--- config.mk ---
export PLATFORM = sky130hd
export DESIGN_NAME = spram_arbiter
export DESIGN_NICKNAME = d
export VERILOG_FILES = /design/src/rtl/spram_arb_pkg.sv /design/src/rtl/rr_arb2.sv /design/src/rtl/spram_arbiter.sv
export SDC_FILE = /design/constraint.sdc
export NUM_CORES = 1
export LEC_CHECK = 0
export BUFFER_PORTS_ARGS = -buffer_cell sky130_fd_sc_hd__buf_4
export CAP_MARGIN = 20
export CORE_MARGIN = 2
export CORE_UTILIZATION = 25
export CTS_CLUSTER_DIAMETER = 30
export DETAILED_ROUTE_END_ITERATION = 8
export GPL_TIMING_DRIVEN = 0
export MAX_ROUTING_LAYER = met4
export PLACE_DENSITY = 0.67
export SLEW_MARGIN = 15
export SYNTH_ARGS = -nofsm -noshare
export SYNTH_HDL_FRONTEND = slang
export SYNTH_SLANG_ARGS = --single-unit
--- constraint.sdc ---
create_clock -name ck -period 1.7 [get_ports ck]
set_clock_uncertainty 0.2 [all_clocks]
set_input_delay 0.34 -clock ck [delete_from_list [all_inputs] [get_ports ck]]
set_output_delay 0.34 -clock ck [all_outputs]
set_load 0.01 [all_outputs]
--- src/rtl/spram_arb_pkg.sv ---
// Shared types and constants for the two-master SPRAM arbiter.
// Imported by rr_arb2 and spram_arbiter.
package spram_arb_pkg;

  typedef enum logic [1:0] {
    StIdle,
    StIssue,
    StResp
  } state_e;

  typedef enum logic {
    GntI = 1'b0,
    GntD = 1'b1
  } grant_e;

  // Instruction fetches are always full-word reads.
  localparam logic [3:0] IbusSel = 4'b1111;

endpackage

--- src/rtl/rr_arb2.sv ---
// Two-input round-robin arbiter; remembers which master won last and favours the other.
// req[0] is the instruction bus, req[1] the data bus.
module rr_arb2
  import spram_arb_pkg::*;
(
  input  logic       ck,
  input  logic       rst_n,
  input  logic [1:0] req,
  input  logic       advance,
  output grant_e     gnt
);

  grant_e last_q;

  // Reset as if the data bus won last so the instruction bus goes first.
  always_ff @(posedge ck or negedge rst_n) begin
    if (!rst_n) begin
      last_q <= GntD;
    end else if (advance) begin
      last_q <= gnt;
    end
  end

  always_comb begin
    gnt = GntI;
    case (req)
      2'b01:   gnt = GntI;
      2'b10:   gnt = GntD;
      default: gnt = (last_q == GntI) ? GntD : GntI;
    endcase
  end

endmodule

--- src/rtl/spram_arbiter.sv ---
// Round-robin arbiter between the SERV instruction and data buses in front of the SPRAM.
// One access per three cycles: IDLE samples, ISSUE strobes the SPRAM, RESP acks.
module spram_arbiter
  import spram_arb_pkg::*;
#(
  parameter int unsigned WORDS = 32768,
  parameter int unsigned AW    = $clog2(WORDS)
) (
  input  logic        ck,
  input  logic        rst_n,
  input  logic        i_cyc,
  input  logic [31:0] i_addr,
  output logic [31:0] i_rdata,
  output logic        i_ack,
  input  logic        d_cyc,
  input  logic        d_we,
  input  logic [3:0]  d_sel,
  input  logic [31:0] d_addr,
  input  logic [31:0] d_wdata,
  output logic [31:0] d_rdata,
  output logic        d_ack,
  output logic        ram_cyc,
  output logic        ram_we,
  output logic [3:0]  ram_sel,
  output logic [31:0] ram_addr,
  output logic [31:0] ram_wdata,
  input  logic [31:0] ram_rdata
);

  state_e state_q, state_d;
  grant_e gnt, gnt_q;

  logic          advance;
  logic          in_range;
  logic          granted_cyc;
  logic          req_we;
  logic [3:0]    req_sel;
  logic [29:0]   req_word;
  logic [31:0]   req_wdata;

  logic          ram_cyc_q;
  logic          ram_we_q;
  logic [3:0]    ram_sel_q;
  logic [AW-1:0] ram_addr_q;
  logic [31:0]   ram_wdata_q;
  logic          oor_q;
  logic          abort_q;

  logic          unused_addr_lsbs;

  assign unused_addr_lsbs = ^{i_addr[1:0], d_addr[1:0]};

  rr_arb2 u_rr_arb2 (
    .ck      (ck),
    .rst_n   (rst_n),
    .req     ({d_cyc, i_cyc}),
    .advance (advance),
    .gnt     (gnt)
  );

  // Request mux for the master the arbiter currently favours.
  always_comb begin
    req_we    = 1'b0;
    req_sel   = IbusSel;
    req_word  = i_addr[31:2];
    req_wdata = '0;
    if (gnt == GntD) begin
      req_we    = d_we;
      req_sel   = d_sel;
      req_word  = d_addr[31:2];
      req_wdata = d_wdata;
    end
  end

  assign in_range = {2'b00, req_word} < WORDS;

  // State register.
  always_ff @(posedge ck or negedge rst_n) begin
    if (!rst_n) begin
      state_q <= StIdle;
    end else begin
      state_q <= state_d;
    end
  end

  // Next-state logic.
  always_comb begin
    state_d = state_q;
    case (state_q)
      StIdle:  if (i_cyc || d_cyc) state_d = StIssue;
      StIssue: state_d = StResp;
      StResp:  state_d = StIdle;
      default: state_d = StIdle;
    endcase
  end

  // Outputs: grant pulse, abort sampling and response muxing.
  always_comb begin
    advance     = (state_q == StIdle) && (i_cyc || d_cyc);
    granted_cyc = (gnt_q == GntD) ? d_cyc : i_cyc;
    i_ack       = 1'b0;
    d_ack       = 1'b0;
    i_rdata     = '0;
    d_rdata     = '0;
    if ((state_q == StResp) && !abort_q) begin
      if (gnt_q == GntD) begin
        d_ack   = 1'b1;
        d_rdata = oor_q ? '0 : ram_rdata;
      end else begin
        i_ack   = 1'b1;
        i_rdata = oor_q ? '0 : ram_rdata;
      end
    end
  end

  // Request registers; everything except ram_cyc holds between accesses.
  always_ff @(posedge ck or negedge rst_n) begin
    if (!rst_n) begin
      ram_cyc_q   <= 1'b0;
      ram_we_q    <= 1'b0;
      ram_sel_q   <= '0;
      ram_addr_q  <= '0;
      ram_wdata_q <= '0;
      gnt_q       <= GntD;
      oor_q       <= 1'b0;
      abort_q     <= 1'b0;
    end else begin
      ram_cyc_q <= 1'b0;
      if (advance) begin
        ram_cyc_q   <= in_range;
        ram_we_q    <= req_we;
        ram_sel_q   <= req_sel;
        ram_addr_q  <= req_word[AW-1:0];
        ram_wdata_q <= req_wdata;
        gnt_q       <= gnt;
        oor_q       <= !in_range;
        abort_q     <= 1'b0;
      end
      // A master that lets go mid-access still gets its write, but no ack.
      if (state_q == StIssue) begin
        abort_q <= !granted_cyc;
      end
    end
  end

  assign ram_cyc   = ram_cyc_q;
  assign ram_we    = ram_we_q;
  assign ram_sel   = ram_sel_q;
  assign ram_addr  = {{(32 - AW){1'b0}}, ram_addr_q};
  assign ram_wdata = ram_wdata_q;

endmodule

# --- After elaboration in Yosys (flattened, before gate mapping) ---
# Cells that the tools add are included.
classes:
  addsub: 0
  multipliers: 0
  div_mod_pow: 0
  order_cmp: 1
  eq_ne: 5
  shift: 0
  n_mux: 20
  bitwise_logic: 0
  n_reduce_logical: 8
op_table:
  columns: ["operator", "n"]
  rows:
  - ["two-way mux 32 bit", 6]
  - ["less-than comparator 30 x 16 -> 1 bit (second input constant)", 1]
  - ["two-way mux 30 bit", 1]
  - ["two-way mux 1 bit", 9]
  - ["== test 2 x 1 -> 1 bit (second input constant)", 2]
  - ["== test 2 bit (second input constant)", 2]
  - ["two-way mux 4 bit", 1]
  - ["case mux 2 bit (2 select lines)", 1]
  - ["logical NOT 1 bit", 3]
  - ["logical AND 1 bit", 2]
  - ["logical NOT 2 bit", 1]
  - ["two-way mux 2 bit", 1]
  - ["inequality test 2 bit (second input constant)", 1]
  - ["case mux 1 bit (2 select lines)", 1]
  - ["nonzero test 2 bit", 1]
  - ["logical OR 1 bit", 1]
totals:
  reg_bits: 58
  latchBits: 0
  ramBits: 0
  rom_bits: 0
  output_inout_bits: 136
  memories: 0

# --- Longest topological paths before layout ---
# Gate-level depths: netlist (run 1).
logic_depth:
  word_depth: 5
  mapped_depth: 8
  ltp_nobuf: 5

# --- Hierarchy ---
# Synthesis (run 1) repeated with hierarchy kept, for this count alone.
unflattened:
  hier_cells: 395
  area_unflattened_um2: 3245.6
by_module_without_submodules:
  columns: ["mod", "instances", "cells_per_inst", "area_per_inst_um2"]
  rows:
  - ["spram_arbiter", 1, 386, 3159.3]
  - ["rr_arb2", 1, 9, 86.3]

# --- Worst setup path before layout (run 1) ---
# Ideal clock, no wire load.
synth_timing:
  path_kind: "in2reg"
  from: "input port i_cyc"
  to: "register ram_addr_q[14]"
  arrival_ns: 1.592
  required_time_ns: 1.369
  setup_slack_ns: -0.223
  path_stages: 6
  n_path_buf: 1
  cell_sequence: "inv_1 > ha_1 > mux2i_4 > buf_6 > mux2i_1 > o21ai_1"
synth_between:
  elab_chain_cells: 3
  word_cells_on_any_way: 6
  cone_classes: "eq/ne: 2; mux: 2; reduce/logical: 2"
synth_lines:
  columns: ["element", "line", "text"]
  rows:
  - ["start: declaration", "spram_arbiter.sv:11", "input logic i_cyc,"]
  - ["== test 2 bit or == test 2 x 1 -> 1 bit (tied branches)", "rr_arb2.sv:26", "case (req)"]
  - ["case mux 1 bit (2 select lines)", "rr_arb2.sv:26", null]
  - ["two-way mux 30 bit", "spram_arbiter.sv:67", "if (gnt == GntD) begin"]
  - ["end signal: assignment", "spram_arbiter.sv:133", "ram_addr_q <= req_word[AW-1:0];"]
  - ["end: declaration", "spram_arbiter.sv:44", "logic [AW-1:0] ram_addr_q;"]
# Parallel ways exist; a longest one is shown, timed or not.
# A chain may end at the register's enable or synchronous reset.

# --- Final worst setup path (run 1) ---
layout_timing:
  from: "register gnt_q"
  to: "output port d_rdata[26]"
layout_between:
  elab_chain_cells: 2
layout_lines:
  columns: ["element", "line", "text"]
  rows:
  - ["start: declaration", "spram_arbiter.sv:31", "grant_e gnt, gnt_q;"]
  - ["start signal: assignment", "spram_arbiter.sv:124", "gnt_q <= GntD;"]
  - ["start signal: assignment", "spram_arbiter.sv:135", "gnt_q <= gnt;"]
  - ["two-way mux 32 bit", "spram_arbiter.sv:106", "if (gnt_q == GntD) begin"]
  - ["two-way mux 32 bit", "spram_arbiter.sv:105", "if ((state_q == StResp) && !abort_q) begin"]
  - ["end: declaration", "spram_arbiter.sv:20", "output logic [31:0] d_rdata,"]
# No other way between the ends.

==> impl_metrics.yaml, run 1 <==
status:
  status: "complete, but fails checks"
  violations: "DRC, setup timing"
layout:
  num_antenna_cells: 0
  finalNonFillerCells: 767
  drive_gt1_share_pct: 63.8
  fin_area_mm2: 0.00646
  nNetsFinal: 758
  syn_to_final_growth_pct: 117
synthesis:
  synth.area.top_cells: "dfrtp_1, a22o_1, nor2_1"
  ys_warn_count: 0
  synth_enable_flop_cells: 0
  syn_area_mm2: 0.00298
  synth_common_cells: "nor2_1, dfrtp_1, a22o_1"
  synth_seq_cells: 58
  post-synth-top-count-cell: "nor2_1"
  ys.flop_type: "dfrtp_1"
  ys_types: 28
  ys_seq_area_share_pct: 48.7
  async_flop_share_pct: 100
  yosysTopAreaCell: "dfrtp_1"
  synthCells: 310
  synth_top_area_share_pct: 47.8
  avgSynthCellArea_um2: 9.62
floorplanning:
  die_w_um: 113
  core_mm2: 0.0115
  fp.dieH_um: 113
  io_pins: 273
  die-area_mm2: 0.0128
  initial_utilization_pct: 25.9
  rows: 39
sta:
  setup_viol: 122
  hold_viol_final: 0
  drv_slew: 0
  max_freq_ghz: 0.476
  hold_slack_ns: 0.0295
  post-route-period-util_pct: 123
  period_minus_slack_ns: 2.10
  fin_ws_ns: -0.399
  rsz0062_at_grt: "true"
  relSlewSlack_pct: 51.6
  worstMarginPinSlew_ns: 0.727
place:
  gp_congestion: 0.877
  placed_cells: 720
  dpl.hpwl_um: 9620
  post-place-ws_ns: -0.595
  dpl_cell_area_mm2: 0.00514
  port_buffers: 251
drt:
  wl_met3_um: 865
  first_pass_iters: 8
  drt-met1-wl_um: 4560
  routed_wl_um: 13100
  ant_nets: 0
  highest_layer: "met4"
  drt_iter0_drc: 153
  vias: 3454
  drc: 18
  vias_per_cell: 4.50
  wl_met2_um: 7490
  wl_per_cell_um: 17.1
grt:
  grt_pass1_vias: 3570
  antenna_found_initial: 0
  globalRouteTotalUtil_pct: 19.9
  grt_max_degree: 59
  grt_pass1_wl_um: 19000
  grt-ovfl-total: 0
hold_path:
  hp-start: "d_wdata[28]"
  hp-class: "input pin to flop"
setup_path:
  cp_data_arrival_time_ns: 1.56
  crit_path_start: "gnt_q$_DFFE_PN1P_"
  crit_path_end_kind: "output pin"
  worstPathRequired_ns: 1.16
  r2r_start: "gnt_q$_DFFE_PN1P_"
  critPathLaunchType: "flop"
  critPathMaxFanout: 7
  critPathKind: "flop to output pin"
pwr:
  power_frac_seq_pct: 25.5
  switchingPower_w: 0.00322
  power_frac_comb_pct: 55.4
  switching_share_pct: 35.8
  total_power_w: 0.00899
  leakagePower_nw: 3.18
  vdd_drop_max_v: 0.000773
  power.share.clock_pct: 19.2
  p_int_w: 0.00577
  power_density_mw_per_mm2: 1390
clock_network:
  clk_path_buf_depth: 2
  clk_pin_slew_ns: 0.05
  cts_tree: "yes"
  clock_latency_ns: 0.32
  cts_max_level: 3
  cts_buffers: 9
  cts_root_buffer: "clkbuf_16"
  cts.sinks: 58
flow_run:
  cap_viol_max_count: 0
## worst paths after layout
path	end	slack, ns	depth (start not counted)
hold reg to reg	ram_addr_q[12]$_DFFE_PN0P_	0.29	2
min in group asynchronous	ram_wdata[19]$_DFFE_PN0P_	0.44	2
max in group asynchronous	oor_q$_DFFE_PN0P_	0.33	2
setup / recovery	d_rdata[26]	-0.40	4
setup reg to reg	ram_wdata[2]$_DFFE_PN0P_	-0.24	8
hold / removal	ram_wdata[28]$_DFFE_PN0P_	0.03	2
## worst max-delay path, stage by stage (launching register included)
cell and delay [ns]:
dfstp_2 0.59, nand3_4 0.20, clkbuf_16 0.23, nor2_2 0.09
buf_4 0.13
## routing by layer
layer  global-route usage (%)  up-vias
met5                        -        -
met4                     5.04        0
met1                     20.4     1637
li1                         -     1642
met2                     37.9      159
met3                     4.77       16
## per-stage QoR
step	util, %	TNS, ns
2_1_floorplan	-	-2.87
3_5_place_dp	44.6	-37.25
6_report	56.1	-32.45
5_1_grt	56.1	-39.43
4_1_cts	53.7	-30.65
3_3_place_gp	44.6	-35.09
## cell usage in the layout (no fill, tap or decap), types with 12 or more instances in the layout
cell | synthesis | layout
nand2b_1 | 32 | 30
nand2_1 | 18 | 15
a22o_1 | 33 | 33
nor2_1 | 65 | 23
clkbuf_16 | 0 | 12
mux2i_1 | 16 | 13
buf_6 | 6 | 47
conb_1 | 1 | 17
nor2_4 | 1 | 31
buf_4 | 17 | 244
nor2_2 | 0 | 12
o21ai_1 | 10 | 16
dfrtp_1 | 57 | 55
## cell type report
type | count | area (um^2)
fillers | 1015 | 5060
clock buffers | 11 | 233
flip-flops and latches | 58 | 1460
well taps | 143 | 179
clock inverters | 5 | 55.1
repair buffers | 283 | 2410
multi-input cells | 224 | 1670
plain buffers | 37 | 408
inverters | 6 | 43.8
## repair_timing
action,4_1_cts,5_1_grt
buffers inserted,19,1
gates resized for setup,130,79
endpoints found under the hold margin,57,0
hold buffers,1,0
cloned,11,1
setup endpoints to repair,122,123
pin swaps,19,11
## registers in the layout, summed over array words and instances, names as in the netlist
register / flops
abort_q: 1
gnt_q: 1
oor_q: 1
ram_addr_q: 15
ram_cyc: 1
ram_sel: 4
ram_wdata: 32
ram_we: 1
state_q: 2
## kinds of logic (layout without fill, tap and decap cells)
family | count (synthesis) | count (layout) | share of synthesized area [%]
and+or+nand+nor | 132 | 132 | 20.7
adders and majority gates | 2 | 2 | 0.839
DFF | 58 | 58 | 48.7
other | 1 | 17 | 0.126
buffers and inverters | 44 | 342 | 9.32
muxes | 17 | 17 | 6.13
AOI/OAI and AO/OA | 56 | 56 | 14.1
## power groups by stage
stage / combinational [W] / sequential (W) / clock, W
after detailed placement: 0.00353 / 0.00224 / 0
after CTS: 0.00482 / 0.00229 / 0.00177
final: 0.00498 / 0.00229 / 0.00172
after global routing: 0.00532 / 0.00236 / 0.00184
after floorplan: 0.00165 / 0.00243 / 0
after global placement: 0.00344 / 0.00223 / 0
Note: power is estimated with default switching activity, not from simulation.
==> inputs of run 2 (changes only) <==
CELL_PAD_IN_SITES_DETAIL_PLACEMENT = 0   (was default)
CELL_PAD_IN_SITES_GLOBAL_PLACEMENT = 1   (was default)
CORE_UTILIZATION = 23   (was 25)
PLACE_DENSITY = 0.85   (was 0.67)
==> run 2 against run 1 <==
Effect of this change: the run ends with setup timing left; largest cell class unchanged; register-to-register slack improved by 0.12 ns; sequential share of layout area rose by 1.2 points; global-route usage fell by 3.4 points; count of clock-buffer cells in the layout fell by 1; first-iteration DRC count rose by 0.65%; maximum frequency rose by 4.5%; critical path depth rose by 1.
==> impl_metrics.yaml, run 2 (same netlist as run 1, synthesis figures left out) <==
pwr:
  vdd_drop_max_v: 0.000795
  leakagePower_nw: 3.13
  power_density_mw_per_mm2: 1420
clock_network:
  cts_tree: "yes"
  clk_pin_slew_ns: 0.05
  cts_buffers: 9
  cts.sinks: 58
  clk_path_buf_depth: 2
  cts_max_level: 3
  clock_latency_ns: 0.32
  cts_root_buffer: "clkbuf_16"
setup_path:
  path_delay_family: "simple AND/OR/NAND/NOR gates"
  critPathLaunchType: "flop"
  crit_path_start: "abort_q$_DFFE_PN0P_"
  cp_data_arrival_time_ns: 1.47
  cp_cell_sequence: "nor2_4, nand3_4, buf_8, nor2_1, buf_4"
  r2r_start: "gnt_q$_DFFE_PN1P_"
  worstPathRequired_ns: 1.16
  cp_num_buf_inv: 2
  critPathKind: "flop to output pin"
  crit_path_end_kind: "output pin"
  critPathMaxFanout: 10
  cpMaxStageDelayCell: "dfrtp_1"
  cp_slowest_stage_delay_ns: 0.40
drt:
  vias: 3378
  ant_nets: 0
  first_pass_iters: 4
  drt_iter0_drc: 154
  wl_per_cell_um: 14.4
  drc: 0
  vias_per_cell: 4.25
  routed_wl_um: 11400
place:
  gp_congestion: 0.863
  dpl.hpwl_um: 8690
  port_buffers: 251
  post-place-ws_ns: -0.528
  dpl_cell_area_mm2: 0.00517
  placed_cells: 749
hold_path:
  hp-start: "d_wdata[8]"
  hp-class: "input pin to flop"
layout:
  largest_reg_flops: 32
  syn_to_final_growth_pct: 106
  layout_common_cells: "buf_4, dfrtp_1, nor2_1"
  drive_gt1_share_pct: 61.0
  nNetsFinal: 757
  finalNonFillerCells: 795
  fin_area_mm2: 0.00613
  num_antenna_cells: 0
  final_common_cell: "buf_4"
floorplanning:
  die-area_mm2: 0.0139
  io_pins: 273
  die_w_um: 118
  core_mm2: 0.0126
  rows: 41
  initial_utilization_pct: 23.6
  fp.dieH_um: 118
sta:
  period_minus_slack_ns: 2.01
  drv_slew: 0
  post-route-period-util_pct: 118
  fin_ws_ns: -0.308
  worstMarginPinSlew_ns: 0.725
  max_freq_ghz: 0.498
  setup_viol: 120
  rsz0062_at_grt: "true"
  relSlewSlack_pct: 51.7
  hold_viol_final: 0
grt:
  grt_pass1_vias: 3572
  grt_pass1_wl_um: 18000
  grt_max_degree: 59
  globalRouteTotalUtil_pct: 16.5
  antenna_found_initial: 0
  grt-ovfl-total: 0
flow_run:
  cap_viol_max_count: 0
status:
  status: "complete, but fails checks"
  violations: "setup timing"
run 2: cell types whose count changed in the layout (fill, tap and decap cells not counted), sizes merged:
cell / previous run / this run
buf: 308 / 306
clkinv: 2 / 3
clkinvlp: 3 / 2
inv: 5 / 6
run 2: repair_timing:
item / 4_1_cts / 5_1_grt
buffers inserted: 18 / 2
hold buffers: 1 / 0
pin swaps: 34 / 5
gates resized for setup: 89 / 31
setup endpoints to repair: 122 / 122
cloned: 9 / 1
hold endpoints to repair: 57 / 0
run 2: worst paths after layout:
path	endpoint	slack [ns]	cells past startpoint
max	i_rdata[21]	-0.31	5
min	ram_wdata[8]$_DFFE_PN0P_	0.03	2
max reg2reg	ram_wdata[12]$_DFFE_PN0P_	-0.12	7
min reg2reg	ram_addr_q[1]$_DFFE_PN0P_	0.29	2
max in group asynchronous	state_q[1]$_DFFE_PN0P_	0.34	2
min in group asynchronous	ram_wdata[20]$_DFFE_PN0P_	0.43	2
run 2: per-layer routing:
layer	GRT usage (%)	vias to the layer above	routed length [um]
met5	-	-	0
met4	4.67	0	129
met3	4.51	11	833
met2	30.1	165	6140
met1	17.4	1567	4340
li1	-	1635	-
run 2: stage by stage:
step | utilization (%) | power, W | hold WS [ns] | TNS [ns]
4_1_cts | 47.9 | 0.00866 | 0.0211 | -27.31
2_1_floorplan | - | 0.00407 | -0.156 | -2.87
3_3_place_gp | 41.0 | 0.00566 | 0.237 | -37.91
3_5_place_dp | 41.0 | 0.00574 | 0.253 | -39.93
5_1_grt | 48.6 | 0.00924 | 0.0217 | -31.10
6_report | 48.6 | 0.00871 | 0.0336 | -23.08
run 2: cell type report:
type | instances | area [um^2]
clock buffer | 10 | 239
timing repair buffer | 281 | 2240
clock inverter | 6 | 65.1
fill | 1220 | 6480
tap | 172 | 215
buffer | 38 | 402
multi-input combinational | 224 | 1480
sequential | 58 | 1450
inverter | 6 | 41.3
run 2: report_power, final:
part | internal (W) | leakage (nW) | total (W) | switching (W)
clock network | 0.00117 | 0.149 | 0.00180 | 0.000630
logic | 0.00258 | 2.25 | 0.00462 | 0.00204
registers | 0.00192 | 0.730 | 0.00229 | 0.000362
run 2: worst reg2reg max path: cells and delay by family, from the launching register on:
family / cells / cell delay, ns
flip-flops: 1 / 0.57
buffers and inverters: 4 / 0.52
multiplexers: 1 / 0.20
AO/OA/AOI/OAI: 1 / 0.18
AND/OR/NAND/NOR: 1 / 0.03
